$ cat src/rtl/pe_array_pkg.sv
// rtl/pe_array_pkg.sv - shared FSM encoding, default sizes and width helper
package pe_array_pkg;

  localparam int N_DEF         = 4;
  localparam int DEPTH_DEF     = 16;
  localparam int RES_DEPTH_DEF = 16;
  localparam int TIMEOUT_DEF   = 255;

  typedef enum logic [3:0] {
    ST_IDLE,
    ST_CLEAR,
    ST_LOAD_X,
    ST_LOAD_Y,
    ST_LOAD_Z,
    ST_START,
    ST_RUN,
    ST_NEXT,
    ST_FIN,
    ST_ERR
  } state_e;

  // Index width for a memory of n entries; never narrower than one bit.
  function automatic int addr_w(input int n);
    return (n > 1) ? $clog2(n) : 1;
  endfunction

  localparam int VEC_AW_DEF = addr_w(DEPTH_DEF);
  localparam int RES_AW_DEF = addr_w(RES_DEPTH_DEF);

endpackage

$ cat src/rtl/pe_done_tracker.sv
// rtl/pe_done_tracker.sv - sticky per-PE completion mask plus RUN watchdog
module pe_done_tracker
  import pe_array_pkg::*;
#(
  parameter int N       = N_DEF,
  parameter int TIMEOUT = TIMEOUT_DEF
) (
  input  logic         clk_i,
  input  logic         rst_i,
  input  logic         clear_i,
  input  logic         run_i,
  input  logic [N-1:0] pe_done_i,
  output logic         all_done_o,
  output logic         timeout_o
);

  localparam int WDW = addr_w(TIMEOUT + 1);
  localparam logic [WDW-1:0] WD_LAST = WDW'(TIMEOUT - 1);

  logic [N-1:0]   mask_q, mask_d;
  logic [WDW-1:0] wd_q, wd_d;

  always_comb begin
    mask_d = mask_q;
    wd_d   = wd_q;
    if (clear_i) begin
      mask_d = '0;
      wd_d   = '0;
    end else if (run_i) begin
      mask_d = mask_q | pe_done_i;
      wd_d   = wd_q + 1'b1;
    end
  end

  always_ff @(posedge clk_i) begin
    if (rst_i) begin
      mask_q <= '0;
      wd_q   <= '0;
    end else begin
      mask_q <= mask_d;
      wd_q   <= wd_d;
    end
  end

  // wd_q counts finished RUN cycles, so the TIMEOUT-th cycle sees TIMEOUT-1.
  assign all_done_o = run_i & (&(mask_q | pe_done_i));
  assign timeout_o  = run_i & (wd_q == WD_LAST) & ~all_done_o;

endmodule

$ cat src/rtl/pe_array_sequencer.sv
// rtl/pe_array_sequencer.sv - sequences PE clear/load/start/run per vector, passes and results
module pe_array_sequencer
  import pe_array_pkg::*;
#(
  parameter int N         = N_DEF,
  parameter int DEPTH     = DEPTH_DEF,
  parameter int RES_DEPTH = RES_DEPTH_DEF,
  parameter int TIMEOUT   = TIMEOUT_DEF
) (
  input  logic                         clk,
  input  logic                         rst,
  input  logic                         start,
  input  logic                         mode,
  input  logic                         stop,
  input  logic [N-1:0]                 peDoneIn,
  input  logic                         storeToMemIn,
  output logic [N-1:0]                 peRstOut,
  output logic                         peStartOut,
  output logic                         xEnOut,
  output logic                         yEnOut,
  output logic                         zEnOut,
  output logic [addr_w(DEPTH)-1:0]     dataMemAddrOut,
  output logic                         dataMemAddrSelOut,
  output logic                         resMemWrEnOut,
  output logic [addr_w(RES_DEPTH)-1:0] resMemAddrOut,
  output logic                         busy,
  output logic                         done,
  output logic                         error
);

  localparam int VAW = addr_w(DEPTH);
  localparam int RAW = addr_w(RES_DEPTH);
  localparam logic [VAW-1:0] VEC_LAST = VAW'(DEPTH - 1);
  localparam logic [RAW-1:0] RES_LAST = RAW'(RES_DEPTH - 1);

  state_e         state_q, state_d;
  logic [VAW-1:0] vec_q, vec_d;
  logic [RAW-1:0] res_addr_q, res_addr_d;
  logic           mode_q, mode_d;
  logic           stop_q, stop_d;
  logic           error_q, error_d;
  logic           all_done, timeout, wr_en, last_vec;

  pe_done_tracker #(
    .N       (N),
    .TIMEOUT (TIMEOUT)
  ) u_tracker (
    .clk_i      (clk),
    .rst_i      (rst),
    .clear_i    (state_q == ST_CLEAR),
    .run_i      (state_q == ST_RUN),
    .pe_done_i  (peDoneIn),
    .all_done_o (all_done),
    .timeout_o  (timeout)
  );

  assign wr_en    = ((state_q == ST_RUN) || (state_q == ST_NEXT)) && storeToMemIn;
  assign last_vec = stop_q || (vec_q == VEC_LAST);

  always_ff @(posedge clk) begin
    if (rst) state_q <= ST_IDLE;
    else     state_q <= state_d;
  end

  always_comb begin
    state_d = state_q;
    case (state_q)
      ST_IDLE:   if (start) state_d = ST_CLEAR;
      ST_CLEAR:  state_d = ST_LOAD_X;
      ST_LOAD_X: state_d = ST_LOAD_Y;
      ST_LOAD_Y: state_d = ST_LOAD_Z;
      ST_LOAD_Z: state_d = ST_START;
      ST_START:  state_d = ST_RUN;
      ST_RUN: begin
        if (all_done)     state_d = ST_NEXT;
        else if (timeout) state_d = ST_ERR;
      end
      ST_NEXT:   state_d = last_vec ? ST_FIN : ST_CLEAR;
      ST_FIN:    state_d = (mode_q && !stop_q) ? ST_CLEAR : ST_IDLE;
      ST_ERR:    state_d = ST_IDLE;
      default:   state_d = ST_IDLE;
    endcase
  end

  always_comb begin
    vec_d      = vec_q;
    res_addr_d = res_addr_q;
    mode_d     = mode_q;
    stop_d     = stop_q;
    error_d    = error_q;
    if (wr_en) res_addr_d = (res_addr_q == RES_LAST) ? '0 : res_addr_q + 1'b1;
    case (state_q)
      ST_IDLE: begin
        stop_d = 1'b0;
        if (start) begin
          mode_d     = mode;
          vec_d      = '0;
          error_d    = 1'b0;
          res_addr_d = '0;
        end
      end
      ST_NEXT: if (!last_vec) vec_d = vec_q + 1'b1;
      ST_FIN:  if (mode_q && !stop_q) vec_d = '0;
      ST_ERR:  error_d = 1'b1;
      default: ;
    endcase
    // A stop request lingers until the pass ends, so a short pulse is never lost.
    if (state_q != ST_IDLE && stop) stop_d = 1'b1;
  end

  always_ff @(posedge clk) begin
    if (rst) begin
      vec_q      <= '0;
      res_addr_q <= '0;
      mode_q     <= 1'b0;
      stop_q     <= 1'b0;
      error_q    <= 1'b0;
    end else begin
      vec_q      <= vec_d;
      res_addr_q <= res_addr_d;
      mode_q     <= mode_d;
      stop_q     <= stop_d;
      error_q    <= error_d;
    end
  end

  always_comb begin
    peRstOut          = '0;
    peStartOut        = 1'b0;
    xEnOut            = 1'b0;
    yEnOut            = 1'b0;
    zEnOut            = 1'b0;
    dataMemAddrOut    = '0;
    dataMemAddrSelOut = 1'b0;
    resMemWrEnOut     = 1'b0;
    resMemAddrOut     = '0;
    busy              = 1'b0;
    done              = 1'b0;
    error             = 1'b0;
    if (rst) begin
      peRstOut = '1;
    end else begin
      case (state_q)
        ST_CLEAR, ST_ERR: peRstOut = '1;
        ST_LOAD_X: begin
          xEnOut         = 1'b1;
          dataMemAddrOut = vec_q;
        end
        ST_LOAD_Y: begin
          yEnOut         = 1'b1;
          dataMemAddrOut = vec_q;
        end
        ST_LOAD_Z: begin
          zEnOut            = 1'b1;
          dataMemAddrOut    = vec_q;
          dataMemAddrSelOut = 1'b1;
        end
        ST_START: peStartOut = 1'b1;
        ST_FIN:   done       = 1'b1;
        default: ;
      endcase
      resMemWrEnOut = wr_en;
      resMemAddrOut = res_addr_q;
      busy          = (state_q != ST_IDLE);
      error         = error_q;
    end
  end

endmodule
$ cat config.mk
export PLATFORM = sky130hd
export DESIGN_NAME = pe_array_sequencer
export DESIGN_NICKNAME = d
export VERILOG_FILES = /design/src/rtl/pe_array_pkg.sv /design/src/rtl/pe_done_tracker.sv /design/src/rtl/pe_array_sequencer.sv
export SDC_FILE = /design/constraint.sdc
export NUM_CORES = 1
export LEC_CHECK = 0
export ABC_AREA = 1
export CAP_MARGIN = 15
export CORE_AREA = 2 2 75 77
export DETAILED_ROUTE_END_ITERATION = 10
export DIE_AREA = 0 0 77 79
export PLACE_DENSITY = 0.61
export REMOVE_ABC_BUFFERS = 1
export SLEW_MARGIN = 15
export SYNTH_ARGS = -nofsm -noshare
export SYNTH_HDL_FRONTEND = slang
export SYNTH_SLANG_ARGS = --single-unit
$ cat constraint.sdc
create_clock -name clk -period 1.8 [get_ports clk]
set_clock_uncertainty 0.15 [all_clocks]
set_input_delay 0.36 -clock clk [delete_from_list [all_inputs] [get_ports clk]]
set_output_delay 0.36 -clock clk [all_outputs]
set_load 0.05 [all_outputs]
=== After elaboration in Yosys (flattened, before gate mapping) ===
Cells that the tools add are included.

* Bitwise operators: 5
* Reductions and logical operators: 19
* Eq/ne operators: 16
* Muxes and demuxes: 36
* Add/sub/neg operators: 3

{| class="wikitable"
|+ Operator list
! cell !! number
|-
| two-way mux 4 bit || 16
|-
| one-hot mux 4 bit (9 select lines) || 1
|-
| two-way mux 1 bit || 17
|-
| == test 4 x 3 -> 1 bit, second input constant || 4
|-
| == test 4 bit, second input constant || 4
|-
| one-hot mux 4 bit (3 select lines) || 1
|-
| adder 4 x 1 -> 4 bit, second input constant || 2
|-
| adder 8 x 1 -> 8 bit, second input constant || 1
|-
| == test 4 x 2 -> 1 bit, second input constant || 2
|-
| == test 8 bit, second input constant || 1
|-
| AND reduction 4 bit || 2
|-
| inequality test 2 bit, second input constant || 3
|-
| AND reduction 2 bit || 3
|-
| == test 4 x 1 -> 1 bit, second input constant || 1
|-
| zero test 4 bit || 1
|-
| OR 4 bit || 1
|-
| nonzero test 2 bit || 2
|-
| nonzero test 4 bit || 1
|-
| OR reduction 2 bit || 2
|-
| bitwise AND 1 bit || 3
|-
| logical AND 1 bit || 3
|-
| inequality test 3 bit, second input constant || 1
|-
| nonzero test 3 bit || 1
|-
| OR reduction 3 bit || 1
|-
| other kinds (4) || 5
|}

* Flip-flop bits (word level): 27
* Input bits: 10
* Word-level logic and storage cells: 87

=== Depth between registers and ports, before layout ===
* Word-level depth: 8
* Depth in mapped cells: 9
* Depth with buffers taken out: 9

=== By module ===
Synthesis repeated with hierarchy kept, for this count alone.

* Cells, all modules: 243
* Area total of the unflattened synthesis: 1565.3 um^2

{| class="wikitable"
|+ Modules (own cells, without submodules)
! module !! instances !! cells an instance !! area an instance (um^2) !! sequential area each (um^2)
|-
| pe_array_sequencer || 1 || 165 || 1012.2 || 300.3
|-
| pe_done_tracker || 1 || 78 || 553.0 || 240.2
|}

=== Least setup slack after synthesis ===
Ideal clock, no wire load.

* Path type: input to output
* Start point: in rst
* End point: out xEnOut
* Data arrival time: 2.104 ns
* Data required time: 1.290 ns
* Setup slack: -0.814 ns
* Buffers on the path: 1
* Cell stages on the path: 2
* Cells stage by stage: clkbuf_1 -> nor4_1

* Cells in the longest elaborated chain, start to end: 1

{| class="wikitable"
|+ Ends and longest elaborated chain
! what !! line !! text
|-
| start: declaration || pe_array_sequencer.sv:11 || <nowiki>input logic rst,</nowiki>
|-
| two-way mux 1 bit || pe_array_sequencer.sv:140 || <nowiki>if (rst) begin</nowiki>
|-
| end: declaration || pe_array_sequencer.sv:19 || <nowiki>output logic xEnOut,</nowiki>
|}

Every way passes these cells.

=== Final worst setup path ===
* Start point: reg state_q[0]
* End point: out xEnOut

* Cells in the longest elaborated chain, start to end: 3

{| class="wikitable"
|+ Ends and longest elaborated chain
! what !! line !! text
|-
| start: declaration || pe_array_sequencer.sv:36 || <nowiki>state_e state_q, state_d;</nowiki>
|-
| start signal: assignment || pe_array_sequencer.sv:62 || <nowiki>else state_q <= state_d;</nowiki>
|-
| == test 4 x 2 -> 1 bit || pe_array_sequencer.sv:143 || <nowiki>case (state_q)</nowiki>
|-
| two-way mux 1 bit || pe_array_sequencer.sv:143 ||
|-
| two-way mux 1 bit || pe_array_sequencer.sv:140 ||
|}

Every way passes these cells.

==> summary.txt <==
Seq/Total Area, Yosys = 0.356
CTS tree = yes
Crit path time final = 1.97 ns
Port bufs = 30
Worst slew pin tran = 0.303 ns
RSZ-0062 raised after global routing = true
Final-report max-slew violation count = 0
Period utilization = 1.09
Wirelength per Cell = 11.7 um
CP endpoint kind = output port
Width of the die = 77 um
Fin. Hold Viols = 0
Synth warn = 0
Routed length on met1 = 1980 um
Placer Congestion = 0.831
Vias in the first global route = 1691
DRC = 0
Initial antenna violation count = 0
Worst-Skew Late Latency = 0.28 ns
Maximum clock frequency = 508 MHz
Fraction of final layout cells with drive strength greater than 1 = 0.388
Vias/cell = 4.67
HPWL Detailed = 2960 um
Clock net sink count = 27
Worst VDD drop = 0.359 mV
WS Path Type = register to output port
Total Routing Usage GR = 0.145
Largest net degree at the start of global routing = 17
Routed wl met2 = 2240 um
Critical-path top delay cell = dfxtp_4
Post-DRT Antenna Nets = 0
PnR worst setup slack = -0.170 ns
Post-layout nets = 322
Top routing layer in use = met4
Height of the die = 79 um
Diode count = 0
Row count = 27
Clk root buf = clkbuf_8
Failing checks = negative setup slack
Total CTS buffers = 3
H-tree depth = 1
Relative slew margins = 0.797
Post-Syn Instances = 234
Total wire length = 4450 um
Status = finished with violations
Req. time, crit path = 1.29 ns
Avg Inst Size Synth = 6.49 um^2
Area Overhead vs Synth = 76.4%
Cell Pwr Density = 626 mW/mm^2
Non-filler cells, final = 379
TNS Setup = -1.81 ns
Critical Path AT = 1.46 ns
Die area = 0.00608 mm^2
Hold Crit Class = register to register
Final Setup Violations = 19
DRT iter0 DRCs = 68
Number of synthesized register bits = 27
# IOs = 31
Mapped Area = 0.00152 mm^2
Unique cell type count in the Yosys netlist = 30
First-pass GRT wire length = 7280 um
Via count = 1771
GRT overflow = 0
Fillers = 532
Cell mode on critical path = buf_4
Crit Path Max Fanout = 4
Reg clk slew, reported paths = 0.10 ns
Area of the core = 0.00534 mm^2
Clock buffer depth = 2
Initial Util = 0.284
Met3 Wirelength = 155 um
P_leak = 1.12 nW
Max_cap viols = 0
Placed instance count = 361
Max stage delay on crit path = 0.37 ns
Startpoint types = register
Worst path cell trace = buf_6 > buf_4 > nor4_4 > buf_4 > buf_12
CTS Hold Buffers Added = 0
Pre-Repair DR Iteration Count = 4
==> power by group <==
group | switching, W | internal, W | total [W]
logic | 0.000357 | 0.000309 | 0.000666
registers | 0.0000228 | 0.000619 | 0.000642
clock network | 0.000210 | 0.000158 | 0.000368
==> state kept, by name, indices dropped and copies added, names as in the netlist <==
signal	flops
u_tracker.wd_q	8
res_addr_q	4
state_q	4
u_tracker.mask_q	4
vec_q	4
error_q	1
mode_q	1
stop_q	1
==> path summary, 6_finish.rpt <==
check / from / endpoint / slack [ns] / cells after the start
setup / recovery: state_q[0]$_SDFFE_PP0P_ / xEnOut / -0.17 / 5
hold / removal: stop_q$_SDFFE_PP0P_ / stop_q$_SDFFE_PP0P_ / 0.33 / 1
setup reg to reg: state_q[1]$_SDFFE_PP0P_ / u_tracker.wd_q[3]$_SDFFE_PP0P_ / -0.02 / 12
hold reg to reg: stop_q$_SDFFE_PP0P_ / stop_q$_SDFFE_PP0P_ / 0.33 / 1
==> kinds of logic after synthesis <==
family          Yosys count  share of synthesized area
compound gates           29                      0.106
xor+xnor                  2                     0.0115
fa+ha+maj                 4                     0.0330
buf+inv                  35                      0.101
flops                    27                      0.356
simple gates            137                      0.392
==> synth_stat cells <==
cell,n,area share
buf_6,1,0.0074
nor3_2,1,0.0066
o21ai_0,11,0.036
nor2_4,1,0.0074
dfxtp_1,27,0.36
nor3b_2,1,0.0082
buf_4,4,0.020
xnor2_1,1,0.0058
o22ai_1,1,0.0041
clkinv_1,1,0.0025
clkbuf_1,2,0.0049
o21ai_2,1,0.0058
nand3_1,14,0.046
inv_1,26,0.064
ha_1,4,0.033
a211oi_1,2,0.0099
nor2_2,1,0.0041
a21oi_1,12,0.040
nor3_1,11,0.036
nor2_1,48,0.12
nand4_1,3,0.012
inv_2,1,0.0025
nor4_1,1,0.0041
o21a_1,1,0.0049
nand3_2,1,0.0066
nand2_1,52,0.13
xor2_1,1,0.0058
nand2_2,2,0.0082
nand3b_1,1,0.0049
o211ai_1,1,0.0049
==> layer usage <==
layer,global-route usage,up-vias
met5,0,-
met1,0.186,836
met3,0.0273,7
met4,0.0732,0
li1,-,898
met2,0.233,30
==> critical path: cells and delay by family (launching register included) <==
family	cells	cell delay, ns
DFF	1	0.37
and+or+nand+nor	1	0.26
buffers and inverters	4	0.55
==> final cells by class <==
class	count	area, um^2	share of cell area
Multi-Input combinational cell	172	990	0.370
Timing Repair Buffer	76	883	0.330
Sequential cell	27	553	0.207
Inverter	28	113	0.0421
Tap cell	72	90.1	0.0336
Clock buffer	3	41.3	0.0154
Clock inverter	1	7.51	0.00280
==> metrics by stage <==
stage	cell area, um^2	power [W]	setup WS (ns)	utilization	hold WS (ns)
final	2680	0.00168	-0.170	0.502	0.327
after CTS	2550	0.00160	-0.136	0.478	0.326
after global routing	2680	0.00175	-0.212	0.502	0.368
after global placement	2300	0.00115	-0.305	0.430	0.301
after floorplan	1470	0.000887	-1.35	-	0.279
after detailed placement	2300	0.00115	-0.309	0.430	0.304
==> layout by cell type, fill, tap and decap left out, drive strengths merged <==
cell	n
buf	67
ha	4
o21a	1
o22ai	1
a21oi	12
clkdlybuf4s50	8
nand4	3
dfxtp	27
dlygate4sd2	1
o211ai	1
nor2	50
clkbuf	3
xnor2	1
nor4	1
clkinv	2
inv	26
nand3	15
a211oi	2
nor3b	1
xor2	1
clkinvlp	1
nor3	12
nand3b	1
nand2	54
o21ai	12
==> what timing repair did <==
action | in CTS | in global routing
resized for setup | 40 | 32
endpoints found under the setup margin | 21 | 31
buffers inserted | 13 | 2
pin swaps | 8 | 10
No activity file was read; power rests on OpenSTA's default activity.
